[config.mk]
export PLATFORM = sky130hd
export DESIGN_NAME = load_store_unit_flat
export DESIGN_NICKNAME = d
export VERILOG_FILES = /design/src/rtl/load_store_unit_if.sv /design/src/rtl/load_store_unit.sv /design/src/flat_wrapper.sv
export SDC_FILE = /design/constraint.sdc
export NUM_CORES = 1
export LEC_CHECK = 0
export CORE_ASPECT_RATIO = 1.25
export CORE_MARGIN = 2
export CORE_UTILIZATION = 45
export DETAILED_ROUTE_END_ITERATION = 16
export GPL_ROUTABILITY_DRIVEN = 0
export PLACE_DENSITY = 0.81
export SETUP_SLACK_MARGIN = 0.2
export SYNTH_ARGS = -nofsm -noshare
export SYNTH_HDL_FRONTEND = slang
export SYNTH_SLANG_ARGS = --single-unit
export TNS_END_PERCENT = 20
[constraint.sdc]
create_clock -name clk -period 2.56 [get_ports clk]
set_input_delay 0.256 -clock clk [delete_from_list [all_inputs] [get_ports clk]]
set_output_delay 0.256 -clock clk [all_outputs]
set_load 0.05 [all_outputs]
[src/rtl/load_store_unit_if.sv]
// Core-side request/response and data-memory port of the load/store unit.
// master = the load/store unit, slave = core + memory environment.
interface load_store_unit_if;
   logic        req_valid;
   logic        req_ready;
   logic        req_is_store;
   logic [2:0]  req_funct3;
   logic [31:0] req_addr;
   logic [31:0] req_wdata;

   logic        mem_req;
   logic        mem_we;
   logic [31:0] mem_addr;
   logic [3:0]  mem_be;
   logic [31:0] mem_wdata;
   logic        mem_gnt;
   logic        mem_rvalid;
   logic [31:0] mem_rdata;

   logic        rsp_valid;
   logic [31:0] rsp_rdata;
   logic        rsp_err;
   logic [1:0]  rsp_cause;

   modport master (
      input  req_valid, req_is_store, req_funct3, req_addr, req_wdata,
      input  mem_gnt, mem_rvalid, mem_rdata,
      output req_ready,
      output mem_req, mem_we, mem_addr, mem_be, mem_wdata,
      output rsp_valid, rsp_rdata, rsp_err, rsp_cause
   );

   modport slave (
      output req_valid, req_is_store, req_funct3, req_addr, req_wdata,
      output mem_gnt, mem_rvalid, mem_rdata,
      input  req_ready,
      input  mem_req, mem_we, mem_addr, mem_be, mem_wdata,
      input  rsp_valid, rsp_rdata, rsp_err, rsp_cause
   );
endinterface

[src/rtl/load_store_unit.sv]
// RV32I load/store unit: decodes a memory op, runs req/gnt/rvalid on the data
// port, and returns an extended load result or error to writeback.
//
// state  | meaning
// IDLE   | ready for a new request (req_ready=1)
// REQ    | mem_req held with stable address/be/data until mem_gnt
// WAIT   | load granted, waiting for mem_rvalid
// RESP   | rsp_valid pulse for one cycle
module load_store_unit #(
   parameter int unsigned TIMEOUT_CYCLES = 16,
   parameter int unsigned CNT_W          = 8
) (
   input logic              clk,
   input logic              rst_n,
   load_store_unit_if.master bus
);

   typedef enum logic [1:0] {S_IDLE, S_REQ, S_WAIT, S_RESP} state_t;

   localparam logic [CNT_W-1:0] CNT_LIM = CNT_W'(TIMEOUT_CYCLES);

   state_t           state;
   logic [CNT_W-1:0] cnt;
   logic [CNT_W-1:0] cnt_inc;
   logic             cnt_expired;
   logic [1:0]       addr_lo;
   logic [2:0]       funct3_q;
   logic             is_store_q;

   logic             dec_illegal;
   logic             dec_misaligned;
   logic [3:0]       dec_be;
   logic [31:0]      dec_wdata;

   logic [31:0]      rd_shift;
   logic [15:0]      rd_half;
   logic [31:0]      ld_data;

   assign bus.req_ready = (state == S_IDLE);
   assign cnt_inc       = cnt + CNT_W'(1);
   assign cnt_expired   = (cnt_inc == CNT_LIM);

   always_comb begin
      dec_illegal    = 1'b0;
      dec_misaligned = 1'b0;
      dec_be         = 4'b1111;
      dec_wdata      = bus.req_wdata;
      if (bus.req_is_store)
         dec_illegal = bus.req_funct3[2] || (bus.req_funct3[1:0] == 2'b11);
      else
         dec_illegal = (bus.req_funct3 == 3'b011) || (bus.req_funct3 == 3'b110) ||
                       (bus.req_funct3 == 3'b111);
      case (bus.req_funct3[1:0])
         2'b00: begin
            dec_be    = 4'b0001 << bus.req_addr[1:0];
            dec_wdata = {4{bus.req_wdata[7:0]}};
         end
         2'b01: begin
            dec_be         = bus.req_addr[1] ? 4'b1100 : 4'b0011;
            dec_wdata      = {2{bus.req_wdata[15:0]}};
            dec_misaligned = bus.req_addr[0];
         end
         default: begin
            dec_misaligned = |bus.req_addr[1:0];
         end
      endcase
   end

   always_comb begin
      rd_shift = bus.mem_rdata >> {addr_lo, 3'b000};
      rd_half  = addr_lo[1] ? bus.mem_rdata[31:16] : bus.mem_rdata[15:0];
      case (funct3_q)
         3'b000:  ld_data = {{24{rd_shift[7]}}, rd_shift[7:0]};
         3'b001:  ld_data = {{16{rd_half[15]}}, rd_half};
         3'b100:  ld_data = {24'd0, rd_shift[7:0]};
         3'b101:  ld_data = {16'd0, rd_half};
         default: ld_data = bus.mem_rdata;
      endcase
   end

   always_ff @(posedge clk or negedge rst_n) begin
      if (!rst_n) begin
         state         <= S_IDLE;
         cnt           <= '0;
         addr_lo       <= 2'b00;
         funct3_q      <= 3'b000;
         is_store_q    <= 1'b0;
         bus.mem_req   <= 1'b0;
         bus.mem_we    <= 1'b0;
         bus.mem_addr  <= 32'd0;
         bus.mem_be    <= 4'd0;
         bus.mem_wdata <= 32'd0;
         bus.rsp_valid <= 1'b0;
         bus.rsp_rdata <= 32'd0;
         bus.rsp_err   <= 1'b0;
         bus.rsp_cause <= 2'b00;
      end else begin
         case (state)
            S_IDLE: begin
               if (bus.req_valid) begin
                  addr_lo    <= bus.req_addr[1:0];
                  funct3_q   <= bus.req_funct3;
                  is_store_q <= bus.req_is_store;
                  cnt        <= '0;
                  if (dec_illegal || dec_misaligned) begin
                     state         <= S_RESP;
                     bus.rsp_valid <= 1'b1;
                     bus.rsp_err   <= 1'b1;
                     bus.rsp_cause <= dec_illegal ? 2'b11 : 2'b01;
                  end else begin
                     state         <= S_REQ;
                     bus.mem_req   <= 1'b1;
                     bus.mem_we    <= bus.req_is_store;
                     bus.mem_addr  <= {bus.req_addr[31:2], 2'b00};
                     bus.mem_be    <= dec_be;
                     bus.mem_wdata <= bus.req_is_store ? dec_wdata : 32'd0;
                  end
               end
            end
            S_REQ: begin
               cnt <= cnt_inc;
               // A grant on the limit cycle still counts as a grant.
               if (bus.mem_gnt || cnt_expired) begin
                  bus.mem_req   <= 1'b0;
                  bus.mem_we    <= 1'b0;
                  bus.mem_addr  <= 32'd0;
                  bus.mem_be    <= 4'd0;
                  bus.mem_wdata <= 32'd0;
               end
               if (bus.mem_gnt) begin
                  if (is_store_q) begin
                     state         <= S_RESP;
                     bus.rsp_valid <= 1'b1;
                  end else begin
                     state <= S_WAIT;
                  end
               end else if (cnt_expired) begin
                  state         <= S_RESP;
                  bus.rsp_valid <= 1'b1;
                  bus.rsp_err   <= 1'b1;
                  bus.rsp_cause <= 2'b10;
               end
            end
            S_WAIT: begin
               cnt <= cnt_inc;
               if (bus.mem_rvalid) begin
                  state         <= S_RESP;
                  bus.rsp_valid <= 1'b1;
                  bus.rsp_rdata <= ld_data;
               end else if (cnt_expired) begin
                  state         <= S_RESP;
                  bus.rsp_valid <= 1'b1;
                  bus.rsp_err   <= 1'b1;
                  bus.rsp_cause <= 2'b10;
               end
            end
            default: begin
               state         <= S_IDLE;
               bus.rsp_valid <= 1'b0;
               bus.rsp_rdata <= 32'd0;
               bus.rsp_err   <= 1'b0;
               bus.rsp_cause <= 2'b00;
            end
         endcase
      end
   end

endmodule

[src/flat_wrapper.sv]
// flat-port wrapper written by rule: the top's interface ports become plain ports
module load_store_unit_flat 
#(
   parameter int unsigned TIMEOUT_CYCLES = 16,
   parameter int unsigned CNT_W          = 8
)
  (clk, rst_n, bus_req_valid, bus_req_is_store, bus_req_funct3, bus_req_addr, bus_req_wdata, bus_mem_gnt, bus_mem_rvalid, bus_mem_rdata, bus_req_ready, bus_mem_req, bus_mem_we, bus_mem_addr, bus_mem_be, bus_mem_wdata, bus_rsp_valid, bus_rsp_rdata, bus_rsp_err, bus_rsp_cause);
  load_store_unit_if bus_i ();
  input logic clk;
  input logic rst_n;
  input wire logic [$bits(bus_i.req_valid)-1:0] bus_req_valid;
  input wire logic [$bits(bus_i.req_is_store)-1:0] bus_req_is_store;
  input wire logic [$bits(bus_i.req_funct3)-1:0] bus_req_funct3;
  input wire logic [$bits(bus_i.req_addr)-1:0] bus_req_addr;
  input wire logic [$bits(bus_i.req_wdata)-1:0] bus_req_wdata;
  input wire logic [$bits(bus_i.mem_gnt)-1:0] bus_mem_gnt;
  input wire logic [$bits(bus_i.mem_rvalid)-1:0] bus_mem_rvalid;
  input wire logic [$bits(bus_i.mem_rdata)-1:0] bus_mem_rdata;
  output wire logic [$bits(bus_i.req_ready)-1:0] bus_req_ready;
  output wire logic [$bits(bus_i.mem_req)-1:0] bus_mem_req;
  output wire logic [$bits(bus_i.mem_we)-1:0] bus_mem_we;
  output wire logic [$bits(bus_i.mem_addr)-1:0] bus_mem_addr;
  output wire logic [$bits(bus_i.mem_be)-1:0] bus_mem_be;
  output wire logic [$bits(bus_i.mem_wdata)-1:0] bus_mem_wdata;
  output wire logic [$bits(bus_i.rsp_valid)-1:0] bus_rsp_valid;
  output wire logic [$bits(bus_i.rsp_rdata)-1:0] bus_rsp_rdata;
  output wire logic [$bits(bus_i.rsp_err)-1:0] bus_rsp_err;
  output wire logic [$bits(bus_i.rsp_cause)-1:0] bus_rsp_cause;
  assign bus_i.req_valid = bus_req_valid;
  assign bus_i.req_is_store = bus_req_is_store;
  assign bus_i.req_funct3 = bus_req_funct3;
  assign bus_i.req_addr = bus_req_addr;
  assign bus_i.req_wdata = bus_req_wdata;
  assign bus_i.mem_gnt = bus_mem_gnt;
  assign bus_i.mem_rvalid = bus_mem_rvalid;
  assign bus_i.mem_rdata = bus_mem_rdata;
  assign bus_req_ready = bus_i.req_ready;
  assign bus_mem_req = bus_i.mem_req;
  assign bus_mem_we = bus_i.mem_we;
  assign bus_mem_addr = bus_i.mem_addr;
  assign bus_mem_be = bus_i.mem_be;
  assign bus_mem_wdata = bus_i.mem_wdata;
  assign bus_rsp_valid = bus_i.rsp_valid;
  assign bus_rsp_rdata = bus_i.rsp_rdata;
  assign bus_rsp_err = bus_i.rsp_err;
  assign bus_rsp_cause = bus_i.rsp_cause;
  load_store_unit #(.TIMEOUT_CYCLES(TIMEOUT_CYCLES), .CNT_W(CNT_W)) u_core (.clk(clk), .rst_n(rst_n), .bus(bus_i));
endmodule
==> summary.md, run 1 <==
| Metric | Value |
|---|---|
| Status | `finished clean` |
| Post-Syn Area | `0.005705 sq mm` |
| Final setup fails | `0` |
| Synth Area in Compound Gates | `0.2246` |
| Fmax | `458.3 MHz` |
| First DRT Iteration DRCs | `439` |
| H-tree depth | `4` |
| CTS buffer count | `17` |
| PD cells | `1329 mW/mm^2` |
| P&R area growth vs syn | `51.95%` |
| Distinct cells, synth | `55` |
| Total Power | `11.52 mW` |
| DP Worst Slack | `0.1311 ns` |
| Commonest non-fill, non-tap cell in the layout | `clkdlybuf4s50_1` |
| Worst min path class | `input pin to asynchronous set/reset pin` |
| Synth warn | `0` |
| Via Count | `5214` |
| Gr usage total | `0.2529` |
| Pleak | `3.786 nW` |
| Setup WS post-layout | `0.3779 ns` |
| Critical Path Slowest Stage Cell | `dfrtp_1` |
| IO buf count | `209` |
| Seq/Total Area, Yosys | `0.5263` |
| Setup TNS | `0 ns` |
| Delay of the slowest critical-path stage | `0.42 ns` |
| First-pass detailed-route iteration total | `5` |
| Diodes inserted | `0` |
| Total global routing overflow | `0` |
| Die span in y | `129.9 um` |
| Area leader, netlist | `dfrtp_1` |
| WS Path Type | `flip-flop to flip-flop` |
| CP Cell Sequence | `ha_1 > nand2_1 > nor4_2 > a21oi_1 > a21o_2 > buf_12 > a22o_1` |
| Top-level I/O count | `212` |
| Clock transition at the registers of the reported paths | `0.06 ns` |
| Dpl hpwl | `12370 um` |
| Number of global-route vias before repair | `5286` |
| Hold_ws | `0.3776 ns` |
| # Post-CTS Setup Buffers | `0` |
| Initial Util | `0.4547` |
| Clk Latency, worst-skew pair | `0.41 ns` |
| Area taken by multi-input logic gates | `0.002507 sq mm` |
| CTS max path bufs | `2` |
| Die Area | `0.01360 sq mm` |
| CP top delay family | `compound AO/OA/AOI/OAI gates` |
| DRC viols | `0` |
| Initial antenna violation count | `0` |
| Post-synth top area share | `0.5263` |
| Async set or reset register ratio after synthesis | `1.000` |
| Layout cells sized above 1 | `0.1184` |
| Crit. End Element | `flip-flop` |
| Slew of the pin with the lowest slew margin | `1.006 ns` |
| Peak supply drop | `0.7718 mV` |
| Post-synthesis adder-cell area fraction | `0.01316` |
| Relative slew margins | `0.3268` |
| Final Critical Period | `2.182 ns` |
| Area contributors post-synth | `dfrtp_1 (53%), a22o_1 (7.4%), nand2_1 (5.3%)` |
| Fillers | `958` |
| Core Box Area | `0.01255 sq mm` |
| Worst Path Arrival | `2.47 ns` |
| Detailed-route wire length | `17410 um` |
| EDFF count, synth | `0` |
| Largest family of logic cells by synthesized area | `compound AO/OA/AOI/OAI gates` |
| Placed cell area | `0.008021 sq mm` |
| Crit path max fanout | `35` |
| Final worst path period share | `0.8524` |
| Dominant synthesized flop cell | `dfrtp_1` |
| First-pass GRT wire length | `27190 um` |
| Fin area | `0.008670 sq mm` |
| CTS tree | `yes` |
| Hold Fails Final Rpt | `0` |
| Post-synthesis register bit count | `120` |
| Gate Count Post-Synth | `526` |
| Most frequent cells in the layout | `clkdlybuf4s50_1 (207), dfrtp_1 (120), nand2_1 (80), a22o_1 (48), o21ai_0 (40)` |
| Crit start category | `flip-flop` |
| Final ANT Viol Nets | `0` |
| Syn avg cell area | `10.85 sq um` |
| Clock Tree Root | `clkbuf_16` |
| Vias per cell | `5.667` |
| Die X-Extent | `104.7 um` |
| Post-Synth Simple-Gate Area | `0.1039` |
| Clock skew | `0.008104 ns` |
| # rows | `46` |
| Crit path buf inv count | `1` |
| Slew Limit Fails | `0` |
| Worst Path Required | `2.85 ns` |
| Post-synthesis mux area share | `0.09320` |
| Max Cap Violations | `0` |
| Pin count of the biggest net entering global routing | `46` |
| CTS sink count | `120` |
| RSZ-0062 raised after global routing | `no` |
| Final #Nets | `850` |
| Post-Synth XOR/XNOR Area | `0` |
| Sequential Area | `0.003003 sq mm` |
| Routed len/inst | `18.93 um` |
-- worst paths after layout --
check | endpoint | from | depth (start not counted) | slack [ns]
min in group clk | u_core.bus.mem_addr[24]$_DFFE_PN0P_ | bus_req_addr[24] | 2 | 0.45
hold reg to reg | u_core.bus.rsp_rdata[1]$_DFFE_PN0P_ | u_core.bus.rsp_rdata[1]$_DFFE_PN0P_ | 2 | 0.48
max in group asynchronous | u_core.bus.mem_addr[4]$_DFFE_PN0P_ | rst_n | 3 | 1.50
setup / recovery | u_core.bus.mem_wdata[3]$_DFFE_PN0P_ | u_core.cnt[0]$_DFFE_PN0P_ | 7 | 0.38
setup reg to reg | u_core.bus.mem_wdata[3]$_DFFE_PN0P_ | u_core.cnt[0]$_DFFE_PN0P_ | 7 | 0.38
hold / removal | u_core.bus.rsp_rdata[10]$_DFFE_PN0P_ | rst_n | 2 | 0.38
-- worst register-to-register path, cell delays in order (launching register included) --
cell and delay, ns:
dfrtp_1 0.42, ha_1 0.24, nand2_1 0.09, nor4_2 0.27, a21oi_1 0.17, a21o_2 0.38
buf_12 0.23, a22o_1 0.26
-- sequential cells by signal (all words and copies together) (netlist names), 2 cells and up --
name                  cells
u_core.state              2
u_core.bus.mem_be         4
u_core.funct3_q           3
u_core.bus.mem_addr      30
u_core.bus.rsp_rdata     32
u_core.cnt                8
u_core.addr_lo            2
u_core.bus.mem_wdata     32
u_core.bus.rsp_cause      2
-- per-layer routing --
| layer | GRT usage | vias up | wire [um] | part of all wire |
|---|---|---|---|---|
| met4 | 0.09569 | 0 | 470 | 0.027 |
| met5 | 0 | - | 0 | 0 |
| met2 | 0.4318 | 252 | 8793 | 0.50 |
| li1 | - | 2355 | - | - |
| met1 | 0.3118 | 2562 | 6925 | 0.40 |
| met3 | 0.06543 | 45 | 1223 | 0.070 |
-- cell usage after synthesis (all sizes together), types with 3 or more instances --
| library cell | count |
|---|---|
| mux2 | 21 |
| o2bb2ai | 18 |
| a21oi | 26 |
| nor3 | 4 |
| nor2 | 10 |
| buf | 21 |
| a22o | 48 |
| nand2 | 80 |
| dfrtp | 120 |
| o221ai | 7 |
| nor2b | 5 |
| nand2b | 15 |
| nand3 | 6 |
| clkbuf | 18 |
| ha | 6 |
| o21ai | 42 |
| mux2i | 25 |
| a21o | 4 |
| o31ai | 3 |
| inv | 8 |
| a32o | 7 |
-- report_power, final --
group          internal [mW]  leakage [nW]  switching (mW)
registers               2.55          1.62           0.494
clock network           1.68         0.310           0.862
logic                   2.13          1.86            3.81
-- cell type report --
class                   count  share of cell area
flip-flops and latches    120              0.3464
clock buffers              20             0.05268
clock inverters            12             0.02006
multi-input cells         360              0.2892
inverters                   8            0.003464
well taps                 168             0.02425
repair buffers            232              0.2640
-- cells by family (layout without fill, tap and decap cells) --
group | after synthesis | count (layout)
flops | 120 | 120
simple gates | 129 | 129
other cells | 1 | 2
mux | 48 | 48
compound gates | 175 | 175
fa+ha+maj | 6 | 6
buf+inv | 47 | 272
-- stage by stage --
stage	utilization	cells
6_report	0.6910	920
5_1_grt	0.6910	920
4_1_cts	0.6903	920
3_5_place_dp	0.6393	887
3_3_place_gp	0.6393	887
2_1_floorplan	-	527
-- repair_timing --
action                                  CTS  global route
hold buffers                              1             0
endpoints found under the setup margin    1            59
hold endpoints to repair                 40             0
gates resized for setup                   1             2
Power figures use the tool's default switching activity.
==> run 2: changes to the inputs <==
CTS_CLUSTER_DIAMETER = 30   (was default)
MAX_ROUTING_LAYER = met4   (was default)
==> run 2 against run 1 <==
Net effect:
- die area stayed put
- wire length shrank 0.13%
- first-iteration DRC count is 7.5% higher
- clock skew barely moved
- clock power barely moved
- clock-buffer cell count did not move
- critical endpoint unchanged
- largest cell class unchanged
- largest power group unchanged
==> summary.md, run 2 (synthesized netlist as in run 1, its figures left out) <==
| Metric | Value |
|---|---|
| Crit start category | `flip-flop` |
| Largest regs | `u_core.bus.mem_wdata (32), u_core.bus.rsp_rdata (32), u_core.bus.mem_addr (30)` |
| Internal power | `6.358 mW (about the same)` |
| Final core occ | `0.6910 (unchanged)` |
| Die Area | `0.01360 sq mm (unchanged)` |
| Reg2reg path depth | `7 (unchanged)` |
| First DRT Iteration DRCs | `472 (+7.5%)` |
| Final setup fails | `0 (unchanged)` |
| Relative slew margins | `0.3111 (-0.01567)` |
| First-pass detailed-route iteration total | `5 (unchanged)` |
| Die X-Extent | `104.7 um (unchanged)` |
| Slew of the pin with the lowest slew margin | `1.030 ns (+0.02343 ns)` |
| Switching share of power | `0.4483 (about the same)` |
| Initial Util | `0.4547 (unchanged)` |
| Gr usage total | `0.2610 (+0.008135)` |
| Die span in y | `129.9 um (unchanged)` |
| Final #Nets | `850 (unchanged)` |
| Seq pwr share | `0.264 (about the same)` |
| Peak supply drop | `0.7735 mV (+0.22%)` |
| PD cells | `1329 mW/mm^2 (about the same)` |
| # rows | `46 (unchanged)` |
| CTS buffer count | `17 (unchanged)` |
| Worst min path class | `input pin to asynchronous set/reset pin` |
| Final Critical Period | `2.170 ns (-0.01258 ns)` |
| CTS sink count | `120 (unchanged)` |
| DRC viols | `0 (unchanged)` |
| CTS max path bufs | `2 (unchanged)` |
| Clock transition at the registers of the reported paths | `0.06 ns (about the same)` |
| Final ANT Viol Nets | `0 (unchanged)` |
| Routed len/inst | `18.90 um (-0.13%)` |
| Worst Path Required | `2.85 ns (about the same)` |
| Hold_ws | `0.3784 ns (+0.0007980 ns)` |
| Crit path max fanout | `35 (unchanged)` |
| Clk Latency, worst-skew pair | `0.41 ns (about the same)` |
| Via Count | `5180 (-0.65%)` |
| Clock power frac | `0.220 (about the same)` |
| Crit. End Element | `flip-flop` |
| Fmax | `460.9 MHz (+0.58%)` |
| Vias per cell | `5.630 (-0.65%)` |
| Slew Limit Fails | `0 (unchanged)` |
| Dpl hpwl | `12370 um (unchanged)` |
| WS Path Type | `flip-flop to flip-flop` |
| CTS tree | `yes` |
| Detailed-route wire length | `17390 um (-0.13%)` |
| Clock Tree Root | `clkbuf_16` |
| Most frequent cells in the layout | `clkdlybuf4s50_1 (207), dfrtp_1 (120), nand2_1 (80), a22o_1 (48), o21ai_0 (40)` |
| Initial antenna violation count | `0 (unchanged)` |
| Commonest non-fill, non-tap cell in the layout | `clkdlybuf4s50_1` |
| Switching power | `5.166 mW (about the same)` |
| P&R area growth vs syn | `51.95% (unchanged)` |
| Comb power frac | `0.515 (about the same)` |
| Setup TNS | `0 ns (unchanged)` |
| Top-level I/O count | `212 (unchanged)` |
| # Post-CTS Setup Buffers | `0 (unchanged)` |
| Status | `finished clean` |
| Core Box Area | `0.01255 sq mm (unchanged)` |
| Clock skew | `0.008055 ns (-0.00004894 ns)` |
| Total global routing overflow | `0 (unchanged)` |
| IO buf count | `209 (unchanged)` |
| Layout cells sized above 1 | `0.1184 (unchanged)` |
| Diodes inserted | `0 (unchanged)` |
| RSZ-0062 raised after global routing | `no` |
| Max Cap Violations | `0 (unchanged)` |
| Final worst path period share | `0.8475 (-0.004913)` |
| Worst Path Arrival | `2.46 ns (about the same)` |
| H-tree depth | `4 (unchanged)` |
| Hold Fails Final Rpt | `0 (unchanged)` |
| Pleak | `3.786 nW (unchanged)` |
| First-pass GRT wire length | `27210 um (about the same)` |
| Number of global-route vias before repair | `5280 (-0.11%)` |
| Pin count of the biggest net entering global routing | `46 (unchanged)` |
## run 2: cell counts in the layout (fill, tap and decap cells not counted)
No cell type changed its count.
## run 2: stage by stage
stage | total power [mW] | worst slack, ns | cells | cell area, sq um
4_1_cts | 11.54 | 0.2337 | 920 | 8661
2_1_floorplan | 6.919 | 0.2064 | 527 | 5709
6_report | 11.52 | 0.3904 | 920 | 8670
3_3_place_gp | 8.823 | 0.2041 | 887 | 8021
5_1_grt | 12.01 | 0.2192 | 920 | 8670
3_5_place_dp | 8.952 | 0.1311 | 887 | 8021
## run 2: worst paths after layout
check | startpoint | end | slack [ns]
max reg2reg | u_core.cnt[0]$_DFFE_PN0P_ | u_core.bus.mem_wdata[3]$_DFFE_PN0P_ | 0.39
min reg2reg | u_core.bus.rsp_rdata[0]$_DFFE_PN0P_ | u_core.bus.rsp_rdata[0]$_DFFE_PN0P_ | 0.48
max | u_core.cnt[0]$_DFFE_PN0P_ | u_core.bus.mem_wdata[3]$_DFFE_PN0P_ | 0.39
max in group asynchronous | rst_n | u_core.bus.mem_addr[4]$_DFFE_PN0P_ | 1.49
min in group clk | bus_req_addr[26] | u_core.bus.mem_addr[26]$_DFFE_PN0P_ | 0.45
min | rst_n | u_core.bus.rsp_rdata[10]$_DFFE_PN0P_ | 0.38
## run 2: power groups by stage
stage / clock, mW / combinational [mW] / sequential (mW)
global placement: 0 / 5.79 / 3.03
detailed placement: 0 / 5.92 / 3.04
CTS: 2.57 / 5.93 / 3.04
global route: 2.66 / 6.23 / 3.12
floorplan: 0 / 2.00 / 4.92
finish: 2.54 / 5.94 / 3.05
## run 2: metal layers
| metal | up-vias | routed length [um] | global-route usage |
|---|---|---|---|
| met5 | - | 0 | - |
| met4 | 0 | 450 | 0.09569 |
| met3 | 38 | 1216 | 0.06044 |
| met2 | 267 | 8793 | 0.4314 |
| met1 | 2519 | 6930 | 0.3161 |
| li1 | 2356 | - | - |
## run 2: final cells by class
| class | instances | area [sq um] |
|---|---|---|
| clock inverter | 12 | 173.9 |
| inverter | 8 | 30.03 |
| tap | 168 | 210.2 |
| fill | 958 | 3877 |
| clock buffer | 20 | 456.7 |
| timing repair buffer | 232 | 2288 |
| sequential | 120 | 3003 |
| multi-input combinational | 360 | 2507 |
## run 2: timing repair
item,in CTS,in global routing
endpoints found under the setup margin,1,59
gates cloned,0,0
hold buffers,1,0
gates resized for setup,1,2
hold endpoints to repair,40,0
## run 2: critical path: stages, from the launching register on
cell     delay, ns
dfrtp_1       0.42
ha_1          0.24
nand2_1       0.09
nor4_2        0.26
a21oi_1       0.16
a21o_2        0.38
buf_12        0.23
a22o_1        0.24
